## src/rtl/i2s_pkg.sv

```systemverilog
// Shared constants and types for the I2S transmit scheduler.
package i2s_pkg;

    // Default sample width, also used as the default prescaler
    localparam int unsigned AUDIO_DW_DEF = 16;

    // Underrun counter width and its saturation value
    localparam int unsigned UNDERRUN_W = 16;
    localparam logic [UNDERRUN_W-1:0] UNDERRUN_MAX = 16'hFFFF;

    // Scheduler states
    typedef enum logic [1:0] {
        StIdle,
        StStart,
        StRun
    } tx_state_e;

endpackage

```

## src/rtl/i2s_rr_arb.sv

```systemverilog
// Round-robin search: first requester at or after ptr, ascending with wrap.
module i2s_rr_arb #(
    parameter int unsigned N  = 4,
    parameter int unsigned IW = $clog2(N)
) (
    input  logic [N-1:0]  req,
    input  logic [IW-1:0] ptr,
    output logic [N-1:0]  gnt,
    output logic [IW-1:0] idx,
    output logic          any
);

    // (ptr + off) mod N; off < N and ptr < N, so one subtraction suffices
    function automatic logic [IW-1:0] wrap_idx(input logic [IW-1:0] p, input int unsigned off);
        int unsigned s;
        s = 32'(p) + off;
        if (s >= N) s = s - N;
        return IW'(s);
    endfunction

    // Scan from the pointer and keep only the first hit
    always_comb begin
        gnt = '0;
        idx = '0;
        any = 1'b0;
        for (int unsigned i = 0; i < N; i++) begin
            if (!any && req[wrap_idx(ptr, i)]) begin
                gnt[wrap_idx(ptr, i)] = 1'b1;
                idx                   = wrap_idx(ptr, i);
                any                   = 1'b1;
            end
        end
    end

endmodule

```

## src/rtl/i2s_tx_sched.sv

```systemverilog
// I2S transmit scheduler: frames the serializer and feeds it one stereo
// sample per frame, chosen round-robin from N_SRC sources.
module i2s_tx_sched
    import i2s_pkg::*;
#(
    parameter int unsigned AUDIO_DW = AUDIO_DW_DEF,
    parameter int unsigned N_SRC    = 4
) (
    input  logic                      i_tx_sclk,
    input  logic                      i_tx_rst_n,
    input  logic                      i_enable,
    input  logic [AUDIO_DW-1:0]       i_prescaler,
    input  logic [N_SRC-1:0]          i_src_mask,
    input  logic [N_SRC-1:0]          i_src_valid,
    input  logic [N_SRC*AUDIO_DW-1:0] i_src_left,
    input  logic [N_SRC*AUDIO_DW-1:0] i_src_right,
    input  logic                      i_mute_on_underrun,
    input  logic                      i_clr_underrun,
    output logic [N_SRC-1:0]          o_src_ready,
    output logic [AUDIO_DW-1:0]       o_tx_left,
    output logic [AUDIO_DW-1:0]       o_tx_right,
    output logic [AUDIO_DW-1:0]       o_tx_prescaler,
    output logic                      o_tx_rst_n,
    output logic                      o_frame_strobe,
    output logic [$clog2(N_SRC)-1:0]  o_grant_id,
    output logic [UNDERRUN_W-1:0]     o_underrun_cnt
);

    localparam int unsigned GIW = $clog2(N_SRC);
    // Frame counter must reach 2*AUDIO_DW-1
    localparam int unsigned FW  = AUDIO_DW + 1;

    tx_state_e             state_q, state_d;
    logic [FW-1:0]         f_q, f_d;
    logic [AUDIO_DW-1:0]   p_q, p_d;
    logic [GIW-1:0]        ptr_q, ptr_d;
    logic [GIW-1:0]        gid_q, gid_d;
    logic [AUDIO_DW-1:0]   left_q, left_d;
    logic [AUDIO_DW-1:0]   right_q, right_d;
    logic [UNDERRUN_W-1:0] cnt_q, cnt_d;

    logic [AUDIO_DW-1:0]   p_san;
    logic [FW-1:0]         p_ext;
    logic                  frame_last;
    logic                  fetch;
    logic [N_SRC-1:0]      arb_gnt;
    logic [GIW-1:0]        arb_idx;
    logic                  arb_any;
    logic                  underrun;

    // Zero or oversize prescalers fall back to one slot per sample bit
    assign p_san = (i_prescaler == '0 || i_prescaler > AUDIO_DW[AUDIO_DW-1:0])
                   ? AUDIO_DW[AUDIO_DW-1:0] : i_prescaler;

    assign p_ext      = FW'(p_q);
    assign frame_last = (f_q == (p_ext << 1) - FW'(1));
    // Fetch at the start of the right slot
    assign fetch      = (state_q == StRun) && (f_q == p_ext);
    assign underrun   = fetch && !arb_any;

    i2s_rr_arb #(
        .N  (N_SRC),
        .IW (GIW)
    ) u_arb (
        .req (i_src_mask & i_src_valid),
        .ptr (ptr_q),
        .gnt (arb_gnt),
        .idx (arb_idx),
        .any (arb_any)
    );

    // Ready is gated by reset so a reset cycle never completes a transfer
    assign o_src_ready    = (fetch && i_tx_rst_n) ? arb_gnt : '0;
    assign o_frame_strobe = (state_q == StRun) && (f_q == '0);
    assign o_tx_rst_n     = (state_q == StRun);
    assign o_tx_prescaler = p_q;
    assign o_tx_left      = left_q;
    assign o_tx_right     = right_q;
    assign o_grant_id     = gid_q;
    assign o_underrun_cnt = cnt_q;

    // State sequencing and frame counter
    always_comb begin
        state_d = state_q;
        f_d     = f_q;
        p_d     = p_q;
        unique case (state_q)
            StIdle: begin
                f_d = '0;
                if (i_enable) state_d = StStart;
            end
            StStart: begin
                p_d     = p_san;
                f_d     = '0;
                state_d = StRun;
            end
            StRun: begin
                // Enable is only looked at on the last cycle of a frame
                if (frame_last) begin
                    f_d = '0;
                    if (!i_enable) state_d = StIdle;
                end else begin
                    f_d = f_q + FW'(1);
                end
            end
            default: state_d = StIdle;
        endcase
    end

    // Sample capture, pointer advance and underrun accounting
    always_comb begin
        ptr_d   = ptr_q;
        gid_d   = gid_q;
        left_d  = left_q;
        right_d = right_q;
        cnt_d   = cnt_q;
        if (fetch && arb_any) begin
            left_d  = i_src_left[arb_idx*AUDIO_DW +: AUDIO_DW];
            right_d = i_src_right[arb_idx*AUDIO_DW +: AUDIO_DW];
            gid_d   = arb_idx;
            ptr_d   = (arb_idx == GIW'(N_SRC - 1)) ? '0 : arb_idx + 1'b1;
        end
        if (underrun) begin
            if (i_mute_on_underrun) begin
                left_d  = '0;
                right_d = '0;
            end
            if (cnt_q != UNDERRUN_MAX) cnt_d = cnt_q + 1'b1;
        end
        if (i_clr_underrun) cnt_d = underrun ? UNDERRUN_W'(1) : '0;
    end

    // State registers with synchronous reset
    always_ff @(posedge i_tx_sclk) begin
        if (!i_tx_rst_n) begin
            state_q <= StIdle;
            f_q     <= '0;
            p_q     <= AUDIO_DW[AUDIO_DW-1:0];
            ptr_q   <= '0;
            gid_q   <= '0;
            left_q  <= '0;
            right_q <= '0;
            cnt_q   <= '0;
        end else begin
            state_q <= state_d;
            f_q     <= f_d;
            p_q     <= p_d;
            ptr_q   <= ptr_d;
            gid_q   <= gid_d;
            left_q  <= left_d;
            right_q <= right_d;
            cnt_q   <= cnt_d;
        end
    end

endmodule

```

## config.mk

```make
export PLATFORM = sky130hd
export DESIGN_NAME = i2s_tx_sched
export DESIGN_NICKNAME = d
export VERILOG_FILES = /design/src/rtl/i2s_pkg.sv /design/src/rtl/i2s_rr_arb.sv /design/src/rtl/i2s_tx_sched.sv
export SDC_FILE = /design/constraint.sdc
export NUM_CORES = 1
export LEC_CHECK = 0
export ABC_AREA = 1
export BUFFER_PORTS_ARGS = -buffer_cell sky130_fd_sc_hd__buf_2
export CAP_MARGIN = 20
export CORE_ASPECT_RATIO = 0.9
export CORE_MARGIN = 5
export CORE_UTILIZATION = 51
export DETAILED_ROUTE_END_ITERATION = 8
export MAX_ROUTING_LAYER = met4
export PLACE_DENSITY = 0.79
export SLEW_MARGIN = 10
export SYNTH_ARGS = -nofsm -noshare
export SYNTH_HDL_FRONTEND = slang
export SYNTH_HIERARCHICAL = 1
export SYNTH_SLANG_ARGS = --single-unit
```

## constraint.sdc

```tcl
create_clock -name i_tx_sclk -period 3 [get_ports i_tx_sclk]
set_input_delay 0 -clock i_tx_sclk [delete_from_list [all_inputs] [get_ports i_tx_sclk]]
set_output_delay 0 -clock i_tx_sclk [all_outputs]
set_load 0.02 [all_outputs]
```

==> parameters.txt, run 1 <==
Parameter                              Value

Synthesis
  Most numerous cell types in the synthesized netlist    sky130_fd_sc_hd__nand2_1, sky130_fd_sc_hd__nor2_1, sky130_fd_sc_hd__dfxtp_1
  Synth top area share    27.2%
  Cell type with the highest aggregate area in the netlist    sky130_fd_sc_hd__dfxtp_1
  Mapped Nets    1,194
  Most frequent cell after synthesis    sky130_fd_sc_hd__nand2_1
  Avg Synthesized Cell Area    6.23 µm²
  Number of enable flip-flop cells after synthesis    0
  Count of distinct cell types in the synthesized netlist    41
  Synthesized cell area    6400 µm²
  Number of cells produced by synthesis    1,027
  Sequential share of the synthesized area    27.2%
  Most common flop cell mapped by yosys    sky130_fd_sc_hd__dfxtp_1
  Post-synthesis sequential element count    87
  Yosys warning total    6
  Top cells by area, synth    sky130_fd_sc_hd__dfxtp_1, sky130_fd_sc_hd__nand2_1, sky130_fd_sc_hd__nor2_1, sky130_fd_sc_hd__nand3_1, sky130_fd_sc_hd__o21ai_0
  Fraction of registers with async set/reset    0%

Global route
  Met1 track demand over resource in global routing    38.1%
  GR Overflow Total    0
  Routing usage on met3    5.49%
  Layer carrying the most global-route usage    met2
  Overall track demand over capacity in global routing    28.7%
  Antenna violations before repair    1
  Number of global-route vias before repair    6,929
  Met2 routing resource usage after global routing    45.4%
  Wire length of the first global-routing pass    34,300 µm
  Maximum number of pins on one net before global-route repair    66

Route
  Number of DRC markers after the initial detailed-route iteration    696
  Average wire per cell in the routed design    15.1 µm
  Routed vias/inst    5.40
  WL final    21,200 µm
  Routed via count    7,548
  DR pass1 iterations    5
  Residual DRC    0
  Antenna-violating nets left    0

STA
  Max transition margin    61.0%
  Post-Route Skew    0.00989 ns
  Unrepaired setup endpoints after global routing    false
  Final critical-path required period    2.62 ns
  Count of final setup violators    0
  Worst Max-Slew Pin Slew    0.585 ns
  Aggregate negative setup slack    0 ns
  Final Hold Vio Count    0
  Number of max-slew violations in the final report    0
  Period Utilization, post-route    87.4%
  Highest attainable clock frequency    0.381 GHz
  Worst setup slack after layout    0.377 ns
  Worst hold slack    0.0635 ns

Power and ir drop
  Combinational fraction of design power    21.5%
  Pleak    3.66 nW
  Power consumption    3.11 mW
  Worst vdd rail ir drop    301 µV
  Switching portion of total power    30.2%
  P per Cell Area    389 nW/µm²
  Clk pwr share    40.4%
  Part of the power in registers    38.2%
  Psw    939 µW
  Internal power of the cells    2.17 mW

Die
  Die Width    128 µm
  Initial Utilization    52.6%
  Overall die height    116 µm
  Standard cell core area    12,200 µm²
  Area of the die    14,900 µm²
  Ports    229
  Number of rows created at floorplan    38

Place
  HPWL after detailed placement    15,800 µm
  Port-buffer cells    228
  Weighted congestion reported at the end of routability-driven placement    0.966
  Minimum setup slack after placement    0.445 ns
  Area after detailed placement    7560 µm²

Clock network
  Setup fix buffers added after clock tree synthesis    0
  Number of clock sinks seen by CTS    87
  Buffers from clock root to sink, at most    2
  CTS tree    yes
  Source-to-sink clock delay at the later pin of the worst-skew pair    0.35 ns
  Clock-pin slew on the worst setup and hold paths    0.07 ns
  Clock root cell    sky130_fd_sc_hd__clkbuf_16
  Resize count post-CTS    0
  Clock buffers created by TritonCTS    9
  Cts hold-fix bufs    6
  H-tree Lvls    3

Setup path
  Critical Path Start    ptr_q[0]$_SDFFE_PN0P_
  Setup CP Type    reg2reg
  Endpoint of the lowest-slack register-to-register path    o_tx_right[8]$_SDFF_PN0_
  Maximum fanout along the worst path    42
  Kind of start point of the critical path    flip-flop
  CP arrival    2.90 ns
  WP data required    3.28 ns
  Path depth of the worst reg2reg path    13
  Worst setup EP type    flip-flop
  Launching point of the worst reg2reg path    ptr_q[0]$_SDFFE_PN0P_
  R2R setup slack    0.38 ns

Layout
  Multi-input gate area in the final layout    4080 µm²
  Post-Layout Inst Area    7980 µm²
  Layout Nets    1,398
  Area occupied by registers    1740 µm²
  Area overhead of the layout relative to synthesis    24.7%
  Share of cells above drive strength 1    25.6%
  Number of filler cells placed in the layout    1,215

Hold path
  Worst min-delay path endpoint    o_tx_left[2]$_SDFF_PN0_
  Hold Path Depth    5
  Worst hold-check path type    in2reg
  Hold path startpoint    i_src_left[2]

Flow run
  Max-cap violation count    0

Status
  Outcome    completed
## worst max-delay path by stage
stage	endpoint	slack (ns)
after detailed placement	o_tx_right[8]$_SDFF_PN0_	0.45
after global routing	o_tx_right[6]$_SDFF_PN0_	0.14
after CTS	o_tx_right[7]$_SDFF_PN0_	0.42
after floorplan	o_tx_right[10]$_SDFF_PN0_	0.22
after global placement	o_tx_right[3]$_SDFF_PN0_	0.49
final	o_tx_right[8]$_SDFF_PN0_	0.38
## placed cells by master (no fill, tap or decap), drive strengths merged, types with 16 or more instances in the layout
cell / instances
dfxtp: 87
inv: 81
o21ai: 79
a21oi: 79
nor2: 155
buf: 240
nand4: 20
o22ai: 32
nor3: 26
xor2: 21
nand3: 87
xnor2: 16
nand2: 253
## worst max-delay path: stages, from the launching register on
cell and delay [ns]:
sky130_fd_sc_hd__dfxtp_1 0.34, sky130_fd_sc_hd__inv_2 0.10, sky130_fd_sc_hd__ha_1 0.37, sky130_fd_sc_hd__inv_1 0.11, sky130_fd_sc_hd__nand2_1 0.09, sky130_fd_sc_hd__nand2_2 0.06, sky130_fd_sc_hd__nor2_4 0.24, sky130_fd_sc_hd__nand4_1 0.15
sky130_fd_sc_hd__nand3_2 0.13, sky130_fd_sc_hd__buf_4 0.35, sky130_fd_sc_hd__o21ai_0 0.15, sky130_fd_sc_hd__o22ai_1 0.22, sky130_fd_sc_hd__nand2_1 0.08, sky130_fd_sc_hd__a21oi_1 0.15
## cells by family (layout without fill, tap and decap cells)
family                     after synthesis  count (layout)  synth area share, %
buffers and inverters                  134             343                 9.09
adders and majority gates               10              10                 1.96
other                                    0               1                    0
and+or+nand+nor                        557             557                 38.8
DFF                                     87              87                 27.2
AOI/OAI and AO/OA                      201             201                 17.4
xor gates and xnor gates                38              38                 5.53
## flip-flops by register name (all words and copies together), names as in the netlist
signal          flops
ptr_q               2
o_tx_left          16
o_grant_id          2
f_q                17
o_underrun_cnt     16
o_tx_right         16
state_q             2
o_tx_prescaler     16
## area by class of cell
type / count / area share [%]
inverter: 81 / 3.81
timing repair buffer: 246 / 16.6
clock buffer: 9 / 2.82
clock inverter: 7 / 1.29
antenna: 1 / 0.0314
tap: 160 / 2.51
sequential: 87 / 21.8
multi-input combinational: 806 / 51.1
## power by group through the flow
stage	combinational, mW	sequential [mW]	clock (mW)
after floorplan	0.425	1.22	0
after global placement	0.645	1.21	0
after detailed placement	0.647	1.21	0
after CTS	0.656	1.18	1.28
after global routing	0.744	1.19	1.32
final	0.667	1.18	1.25
## through the flow
stage / util [%] / std cells
6_report: 65.6 / 1397
2_1_floorplan: - / 1027
3_5_place_dp: 62.1 / 1373
4_1_cts: 65.3 / 1395
5_1_grt: 65.6 / 1397
3_3_place_gp: 62.1 / 1373
## per-layer routing
layer  share of wire, %  routed length, µm
met1                 44               9330
met2                 46               9780
met3                8.2               1730
met4                1.5                308
met5                  0                  0
(Power assumes the default switching activity.)
==> run 2, diff against run 1 <==
--- a/config.mk
+++ b/config.mk
@@ -5,12 +5,11 @@
 export SDC_FILE = /design/constraint.sdc
 export NUM_CORES = 1
 export LEC_CHECK = 0
-export ABC_AREA = 1
 export BUFFER_PORTS_ARGS = -buffer_cell sky130_fd_sc_hd__buf_2
 export CAP_MARGIN = 20
 export CORE_ASPECT_RATIO = 0.9
 export CORE_MARGIN = 5
-export CORE_UTILIZATION = 51
+export CORE_UTILIZATION = 50
 export DETAILED_ROUTE_END_ITERATION = 8
 export MAX_ROUTING_LAYER = met4
 export PLACE_DENSITY = 0.79
==> parameters.txt, run 2 <==
Parameter                              Value

Synthesis
  Avg Synthesized Cell Area    9.13 µm² (+47%)
  Proportion of synthesized area in mux cells    15.0% (+15 points)
  Top cells by area, synth    sky130_fd_sc_hd__dfxtp_1, sky130_fd_sc_hd__mux4_2, sky130_fd_sc_hd__nand2_1, sky130_fd_sc_hd__xnor2_1, sky130_fd_sc_hd__xor2_1
  Synth top area share    30.4% (+3.2 points)
  Area share of xor/xnor cells in the synthesized design    9.12% (+3.6 points)
  Post-synthesis adder-cell area fraction    2.19% (+0.23 points)
  Fraction of registers with async set/reset    0% (unchanged)
  Post-synthesis simple-gate area fraction    26.7% (-12 points)
  Dominant combinational cell family by area after synthesis    simple AND/OR/NAND/NOR gates
  Number of enable flip-flop cells after synthesis    0 (unchanged)
  Sequential share of the synthesized area    30.4% (+3.2 points)
  Cell type with the highest aggregate area in the netlist    sky130_fd_sc_hd__dfxtp_1
  Post-synthesis sequential element count    87 (unchanged)
  Number of cells produced by synthesis    627 (-39%)
  Most numerous cell types in the synthesized netlist    sky130_fd_sc_hd__nand2_1, sky130_fd_sc_hd__dfxtp_1, sky130_fd_sc_hd__a21oi_1
  Most frequent cell after synthesis    sky130_fd_sc_hd__nand2_1
  Mapped Nets    794 (-34%)
  Count of distinct cell types in the synthesized netlist    68 (+66%)
  Most common flop cell mapped by yosys    sky130_fd_sc_hd__dfxtp_1
  Yosys warning total    6 (unchanged)
  Synthesized cell area    5720 µm² (-11%)
  Synthesized-area fraction occupied by ao, oa, aoi and oai cells    10.9% (-6.5 points)

Route
  Routed vias/inst    5.73 (+6.0%)
  WL final    18,200 µm (-14%)
  Number of DRC markers after the initial detailed-route iteration    554 (-20%)
  Residual DRC    0 (unchanged)
  Antenna-violating nets left    0 (unchanged)
  Routed via count    5,752 (-24%)
  Average wire per cell in the routed design    18.1 µm (+20%)
  DR pass1 iterations    5 (unchanged)

Die
  Ports    229 (unchanged)
  Die Width    123 µm (-4.1%)
  Area of the die    13,700 µm² (-8.1%)
  Standard cell core area    11,300 µm² (-6.8%)
  Number of rows created at floorplan    37 (-2.6%)
  Initial Utilization    50.5% (-2.1 points)
  Overall die height    111 µm (-4.1%)

Flow run
  Max-cap violation count    0 (unchanged)

Power and ir drop
  P per Cell Area    367 nW/µm² (-5.6%)
  Worst vdd rail ir drop    301 µV (about the same)
  Switching portion of total power    22.2% (-8.0 points)
  Power consumption    2.73 mW (-12%)
  Pleak    3.21 nW (-12%)
  Part of the power in registers    42.6% (+4.4 points)
  Psw    606 µW (-35%)
  Clk pwr share    44.1% (+3.7 points)
  Internal power of the cells    2.12 mW (-2.1%)
  Combinational fraction of design power    13.3% (-8.2 points)

Setup path
  Path depth of the worst reg2reg path    9 (-4)
  Endpoint of the lowest-slack register-to-register path    o_underrun_cnt[4]$_SDFFE_PN0P_
  R2R setup slack    0.11 ns (-0.27 ns)
  CP arrival    3.09 ns (+0.19 ns)
  WP data required    3.20 ns (-0.08 ns)
  Setup CP Type    reg2reg
  Kind of start point of the critical path    flip-flop
  Maximum fanout along the worst path    17 (-60%)
  Launching point of the worst reg2reg path    ptr_q[0]$_SDFFE_PN0P_
  Worst setup EP type    flip-flop

Layout
  Area overhead of the layout relative to synthesis    29.8%
  Area occupied by registers    1740 µm² (unchanged)
  Most common cell after layout, fill and taps aside    sky130_fd_sc_hd__buf_2
  Register with the most flip-flops    f_q
  Post-Layout Cell Count    1,004 (-28%)
  Number of filler cells placed in the layout    944 (-22%)
  Max reg flops    17 (unchanged)
  Multi-input gate area in the final layout    3690 µm² (-9.6%)
  Highest-count cells in the layout ignoring fill and taps    sky130_fd_sc_hd__buf_2, sky130_fd_sc_hd__nand2_1, sky130_fd_sc_hd__dfxtp_1, sky130_fd_sc_hd__a21oi_1, sky130_fd_sc_hd__nor2_1
  Layout Nets    1,009 (-28%)
  Share of cells above drive strength 1    38.5% (+13 points)

Clock network
  Clock root cell    sky130_fd_sc_hd__clkbuf_16
  Clock-pin slew on the worst setup and hold paths    0.06 ns (about the same)
  H-tree Lvls    3 (unchanged)
  Buffers from clock root to sink, at most    2 (unchanged)
  Number of clock sinks seen by CTS    87 (unchanged)
  CTS tree    yes
  Clock buffers created by TritonCTS    9 (unchanged)
  Source-to-sink clock delay at the later pin of the worst-skew pair    0.34 ns (about the same)

STA
  Period Utilization, post-route    96.5% (+9.0 points)
  Number of max-slew violations in the final report    0 (unchanged)
  Final critical-path required period    2.89 ns (+0.271 ns)
  Post-Route Skew    0.00622 ns (-0.00367 ns)
  Max transition margin    57.8% (-3.2 points)
  Worst Max-Slew Pin Slew    0.634 ns (+0.0489 ns)
  Count of final setup violators    0 (unchanged)
  Highest attainable clock frequency    0.346 GHz (-9.4%)
  Final Hold Vio Count    0 (unchanged)

Global route
  Number of global-route vias before repair    5,722 (-17%)
  Overall track demand over capacity in global routing    27.1% (-1.6 points)
  Antenna violations before repair    0 (-1)
  Wire length of the first global-routing pass    29,000 µm (-15%)
  Maximum number of pins on one net before global-route repair    38 (-42%)
  GR Overflow Total    0 (unchanged)

Place
  Port-buffer cells    228 (unchanged)
  Weighted congestion reported at the end of routability-driven placement    0.949 (-1.8%)
  HPWL after detailed placement    14,300 µm (-9.9%)
  Post-Place Cells    977 (-29%)

Hold path
  Worst hold-check path type    in2reg
  Hold Path Depth    5 (unchanged)
  Hold path startpoint    i_prescaler[14]
  Worst min-delay path endpoint    o_tx_prescaler[4]$_SDFFE_PN1N_

Status
  Outcome    completed
[run 2: worst max-delay path by stage]
stage	cells after the start	start	to	slack (ns)
finish	9	ptr_q[0]$_SDFFE_PN0P_	o_underrun_cnt[4]$_SDFFE_PN0P_	0.11
global route	9	ptr_q[0]$_SDFFE_PN0P_	o_underrun_cnt[9]$_SDFFE_PN0P_	-0.001
CTS	10	ptr_q[1]$_SDFFE_PN0P_	o_tx_right[2]$_SDFF_PN0_	0.03
detailed placement	10	ptr_q[1]$_SDFFE_PN0P_	o_tx_right[2]$_SDFF_PN0_	0.05
global placement	10	ptr_q[1]$_SDFFE_PN0P_	o_tx_left[15]$_SDFF_PN0_	0.17
floorplan	12	ptr_q[0]$_SDFFE_PN0P_	o_tx_left[0]$_SDFF_PN0_	-0.02
[run 2: area by class of cell]
| type | instances | share of cell area, % |
|---|---|---|
| tap | 156 | 2.63 |
| antenna | 1 | 0.0337 |
| clock buffer | 11 | 3.27 |
| multi-input combinational | 474 | 49.7 |
| timing repair buffer | 256 | 19.1 |
| clock inverter | 5 | 1.10 |
| sequential | 87 | 23.5 |
| inverter | 14 | 0.708 |
[run 2: kinds of logic after synthesis]
family          Yosys count
simple gates            274
compound gates           93
flops                    87
buf+inv                  66
xor+xnor                 57
mux                      40
fa+ha+maj                10
[run 2: worst max-delay path: stages (launching register included)]
cell	delay, ns
sky130_fd_sc_hd__dfxtp_1	0.39
sky130_fd_sc_hd__buf_4	0.24
sky130_fd_sc_hd__mux4_2	0.64
sky130_fd_sc_hd__nor3_1	0.35
sky130_fd_sc_hd__nand2b_1	0.21
sky130_fd_sc_hd__nor4b_4	0.29
sky130_fd_sc_hd__buf_4	0.25
sky130_fd_sc_hd__nand4_1	0.14
sky130_fd_sc_hd__xor2_1	0.20
sky130_fd_sc_hd__nor2_1	0.06
[run 2: stage by stage]
step / setup WS [ns] / setup TNS, ns / cell area, µm² / utilization [%] / hold WS [ns]
after floorplan: -0.0228 / -0.583 / 5750 / - / 0.127
after global placement: 0.170 / 0 / 6990 / 61.7 / 0.268
after detailed placement: 0.0454 / 0 / 6990 / 61.7 / 0.276
after CTS: 0.0348 / 0 / 7380 / 65.0 / 0.0328
after global routing: -0.00136 / -0.00136 / 7420 / 65.4 / 0.0657
final: 0.106 / 0 / 7430 / 65.5 / 0.0419
[run 2: repair_timing]
| action | CTS | global route |
|---|---|---|
| endpoints found under the setup margin | 0 | 41 |
| gates resized for setup | 0 | 2 |
| buffers inserted | 0 | 4 |
| hold endpoints to repair | 7 | 0 |
| hold buffers | 6 | 0 |
[run 2: per-layer routing]
metal | up-vias | share of wire, % | global-route usage (%)
li1 | 2709 | - | -
met3 | 59 | 8.1 | 6.75
met5 | - | 0 | -
met1 | 2696 | 41 | 34.9
met2 | 288 | 46 | 40.7
met4 | 0 | 4.3 | 11.2
[run 2: power groups by stage]
stage               registers, mW  clock network, mW  logic (mW)
floorplan                    1.19                  0       0.206
global placement             1.19                  0       0.339
detailed placement           1.19                  0       0.351
CTS                          1.16               1.23       0.358
global route                 1.16               1.27       0.396
finish                       1.16               1.20       0.364
==> run 3, diff against run 2 <==
--- a/config.mk
+++ b/config.mk
@@ -5,14 +5,16 @@
 export SDC_FILE = /design/constraint.sdc
 export NUM_CORES = 1
 export LEC_CHECK = 0
+export ABC_AREA = 1
 export BUFFER_PORTS_ARGS = -buffer_cell sky130_fd_sc_hd__buf_2
 export CAP_MARGIN = 20
 export CORE_ASPECT_RATIO = 0.9
 export CORE_MARGIN = 5
-export CORE_UTILIZATION = 50
+export CORE_UTILIZATION = 51
 export DETAILED_ROUTE_END_ITERATION = 8
 export MAX_ROUTING_LAYER = met4
-export PLACE_DENSITY = 0.79
+export PLACE_DENSITY = 0.86
+export REMOVE_ABC_BUFFERS = 1
 export SLEW_MARGIN = 10
 export SYNTH_ARGS = -nofsm -noshare
 export SYNTH_HDL_FRONTEND = slang
==> parameters.txt, run 3 (same netlist as run 1, synthesis figures left out) <==
Parameter                              Value

Status
  Outcome    completed

Place
  Post-Place Cells    1,372 (+40%)
  HPWL after detailed placement    15,400 µm (+7.7%)
  Area after detailed placement    7570 µm² (+8.2%)
  Weighted congestion reported at the end of routability-driven placement    0.996 (+5.0%)
  Port-buffer cells    228 (unchanged)

Die
  Ports    229 (unchanged)
  Area of the die    14,900 µm² (+8.8%)
  Number of rows created at floorplan    38 (+2.7%)
  Standard cell core area    12,200 µm² (+7.3%)
  Initial Utilization    52.6% (+2.1 points)
  Die Width    128 µm (+4.3%)
  Overall die height    116 µm (+4.3%)

STA
  Worst Max-Slew Pin Slew    0.940 ns (+0.306 ns)
  Final critical-path required period    2.70 ns (-0.190 ns)
  Unrepaired setup endpoints after global routing    false
  Max transition margin    37.3% (-20 points)
  Count of final setup violators    0 (unchanged)
  Number of max-slew violations in the final report    0 (unchanged)
  Final Hold Vio Count    0 (unchanged)
  Highest attainable clock frequency    0.370 GHz (+7.0%)
  Post-Route Skew    0.0110 ns (+0.00475 ns)
  Aggregate negative setup slack    0 ns (unchanged)
  Period Utilization, post-route    90.1% (-6.3 points)

Route
  DR pass1 iterations    5 (unchanged)
  Routed vias/inst    5.49 (-4.1%)
  Antenna-violating nets left    0 (unchanged)
  WL final    20,600 µm (+13%)
  Residual DRC    0 (unchanged)
  Routed via count    7,656 (+33%)
  Number of DRC markers after the initial detailed-route iteration    727 (+31%)
  Average wire per cell in the routed design    14.7 µm (-19%)

Setup path
  Crit path depth    13 (+4)
  Launching point of the worst reg2reg path    ptr_q[0]$_SDFFE_PN0P_
  Delay of the slowest cell on the worst path    0.47 ns (-0.17 ns)
  Setup CP Type    reg2reg
  Kind of start point of the critical path    flip-flop
  Critical-path top delay cell    sky130_fd_sc_hd__clkinvlp_4
  R2R setup slack    0.30 ns (+0.19 ns)
  Path depth of the worst reg2reg path    13 (+4)
  Crit path buffers/inverters    3 (+1)
  CP arrival    2.92 ns (-0.17 ns)
  WP data required    3.22 ns (+0.02 ns)
  Worst setup EP type    flip-flop
  Endpoint of the lowest-slack register-to-register path    o_tx_right[10]$_SDFF_PN0_
  Maximum fanout along the worst path    33 (+16)
  Series of cell instances along the critical path    inv_2, ha_1, inv_1, nand3_1, nand2_1, nor2_2, a21oi_1, nand3_1, clkinvlp_4, o21ai_0, o22ai_1, nand2_1, a21oi_1
  Critical path's top delay family    buffers and inverters

Layout
  Area overhead of the layout relative to synthesis    23.5%
  Layout Nets    1,396 (+38%)
  Register with the most flip-flops    f_q
  Number of filler cells placed in the layout    1,123 (+19%)
  Post-Layout Inst Area    7900 µm² (+6.4%)
  Max reg flops    17 (unchanged)
  ANT cells    0 (-1)
  Highest-count cells in the layout ignoring fill and taps    sky130_fd_sc_hd__nand2_1, sky130_fd_sc_hd__buf_2, sky130_fd_sc_hd__nor2_1, sky130_fd_sc_hd__dfxtp_1, sky130_fd_sc_hd__nand3_1
  Post-Layout Cell Count    1,394 (+39%)
  Share of cells above drive strength 1    25.4% (-13 points)
  Most common cell after layout, fill and taps aside    sky130_fd_sc_hd__nand2_1

Clock network
  Number of clock sinks seen by CTS    87 (unchanged)
  Clock root cell    sky130_fd_sc_hd__clkbuf_16
  Buffers from clock root to sink, at most    2 (unchanged)
  Clock-pin slew on the worst setup and hold paths    0.06 ns (about the same)
  CTS tree    yes
  Source-to-sink clock delay at the later pin of the worst-skew pair    0.35 ns (about the same)
  H-tree Lvls    3 (unchanged)
  Clock buffers created by TritonCTS    9 (unchanged)

Global route
  Number of global-route vias before repair    7,036 (+23%)
  Wire length of the first global-routing pass    33,200 µm (+15%)
  Overall track demand over capacity in global routing    27.8% (+0.73 points)
  Antenna violations before repair    0 (unchanged)
  Maximum number of pins on one net before global-route repair    66 (+74%)
  GR Overflow Total    0 (unchanged)

Hold path
  Worst min-delay path endpoint    o_tx_prescaler[4]$_SDFFE_PN1N_
  Hold path startpoint    i_tx_rst_n
  Worst hold-check path type    in2reg
  Hold Path Depth    2 (-3)

Power and ir drop
  Worst vdd rail ir drop    260 µV (-13%)
  Pleak    3.60 nW (+12%)
  P per Cell Area    368 nW/µm² (+0.33%)

Flow run
  Max-cap violation count    0 (unchanged)
[run 3: cell count changes in the layout (fill, tap and decap cells not counted), moves of 29 or more]
cell / before / now
sky130_fd_sc_hd__a21oi_1: 39 / 68
sky130_fd_sc_hd__and3_1: 30 / 1
sky130_fd_sc_hd__inv_1: 14 / 66
sky130_fd_sc_hd__mux4_2: 34 / 0
sky130_fd_sc_hd__nand2_1: 90 / 233
sky130_fd_sc_hd__nand3_1: 14 / 81
sky130_fd_sc_hd__nor2_1: 37 / 148
sky130_fd_sc_hd__o21ai_0: 11 / 79
sky130_fd_sc_hd__o22ai_1: 1 / 32
[run 3: power breakdown]
group | total [mW] | switching (mW) | internal (mW)
clock network | 1.06 | 0.490 | 0.570
registers | 1.18 | 0.0168 | 1.17
logic | 0.667 | 0.413 | 0.254
total | 2.91 | 0.920 | 1.99
[run 3: through the flow]
stage	worst slack [ns]	power, mW	util [%]	hold WS (ns)
detailed placement	0.0258	1.86	62.2	0.261
CTS	0.00991	2.92	64.8	0.00524
floorplan	-1.30	1.61	-	0.0986
global route	0.0674	3.06	64.9	0.0215
global placement	0.0290	1.85	62.2	0.257
finish	0.297	2.91	64.9	0.00450
[run 3: layout make-up]
cell class	count	area [µm²]	area share, %
multi-input cells	807	4090	51.7
inverters	81	308	3.90
repair buffers	243	1290	16.3
well taps	160	200	2.53
flip-flops and latches	87	1740	22.0
clock inverters	5	41.3	0.523
clock buffers	11	233	2.95
[run 3: worst max path at each step]
stage                                      from                        end  slack, ns
final                     ptr_q[0]$_SDFFE_PN0P_  o_tx_right[10]$_SDFF_PN0_       0.30
after global routing      ptr_q[0]$_SDFFE_PN0P_    o_tx_left[3]$_SDFF_PN0_       0.07
after CTS                 ptr_q[0]$_SDFFE_PN0P_      ptr_q[1]$_SDFFE_PN0P_       0.01
after detailed placement  ptr_q[0]$_SDFFE_PN0P_      ptr_q[1]$_SDFFE_PN0P_       0.03
after global placement    ptr_q[0]$_SDFFE_PN0P_      ptr_q[1]$_SDFFE_PN0P_       0.03
after floorplan           ptr_q[0]$_SDFFE_PN0P_    o_tx_left[0]$_SDFF_PN0_      -1.30
[run 3: repair_timing]
item / 4_1_cts / 5_1_grt
resized for setup: 0 / 1
setup buffers: 0 / 0
setup endpoints to repair: 0 / 33
hold endpoints to repair: 5 / 0
hold buffers: 5 / 0
[run 3: layer usage]
| metal | track usage [%] | vias up | share of wire (%) |
|---|---|---|---|
| met4 | 9.48 | 0 | 2.2 |
| li1 | - | 3800 | - |
| met5 | - | - | 0 |
| met1 | 37.2 | 3446 | 43 |
| met2 | 43.3 | 369 | 45 |
| met3 | 4.21 | 41 | 9.1 |
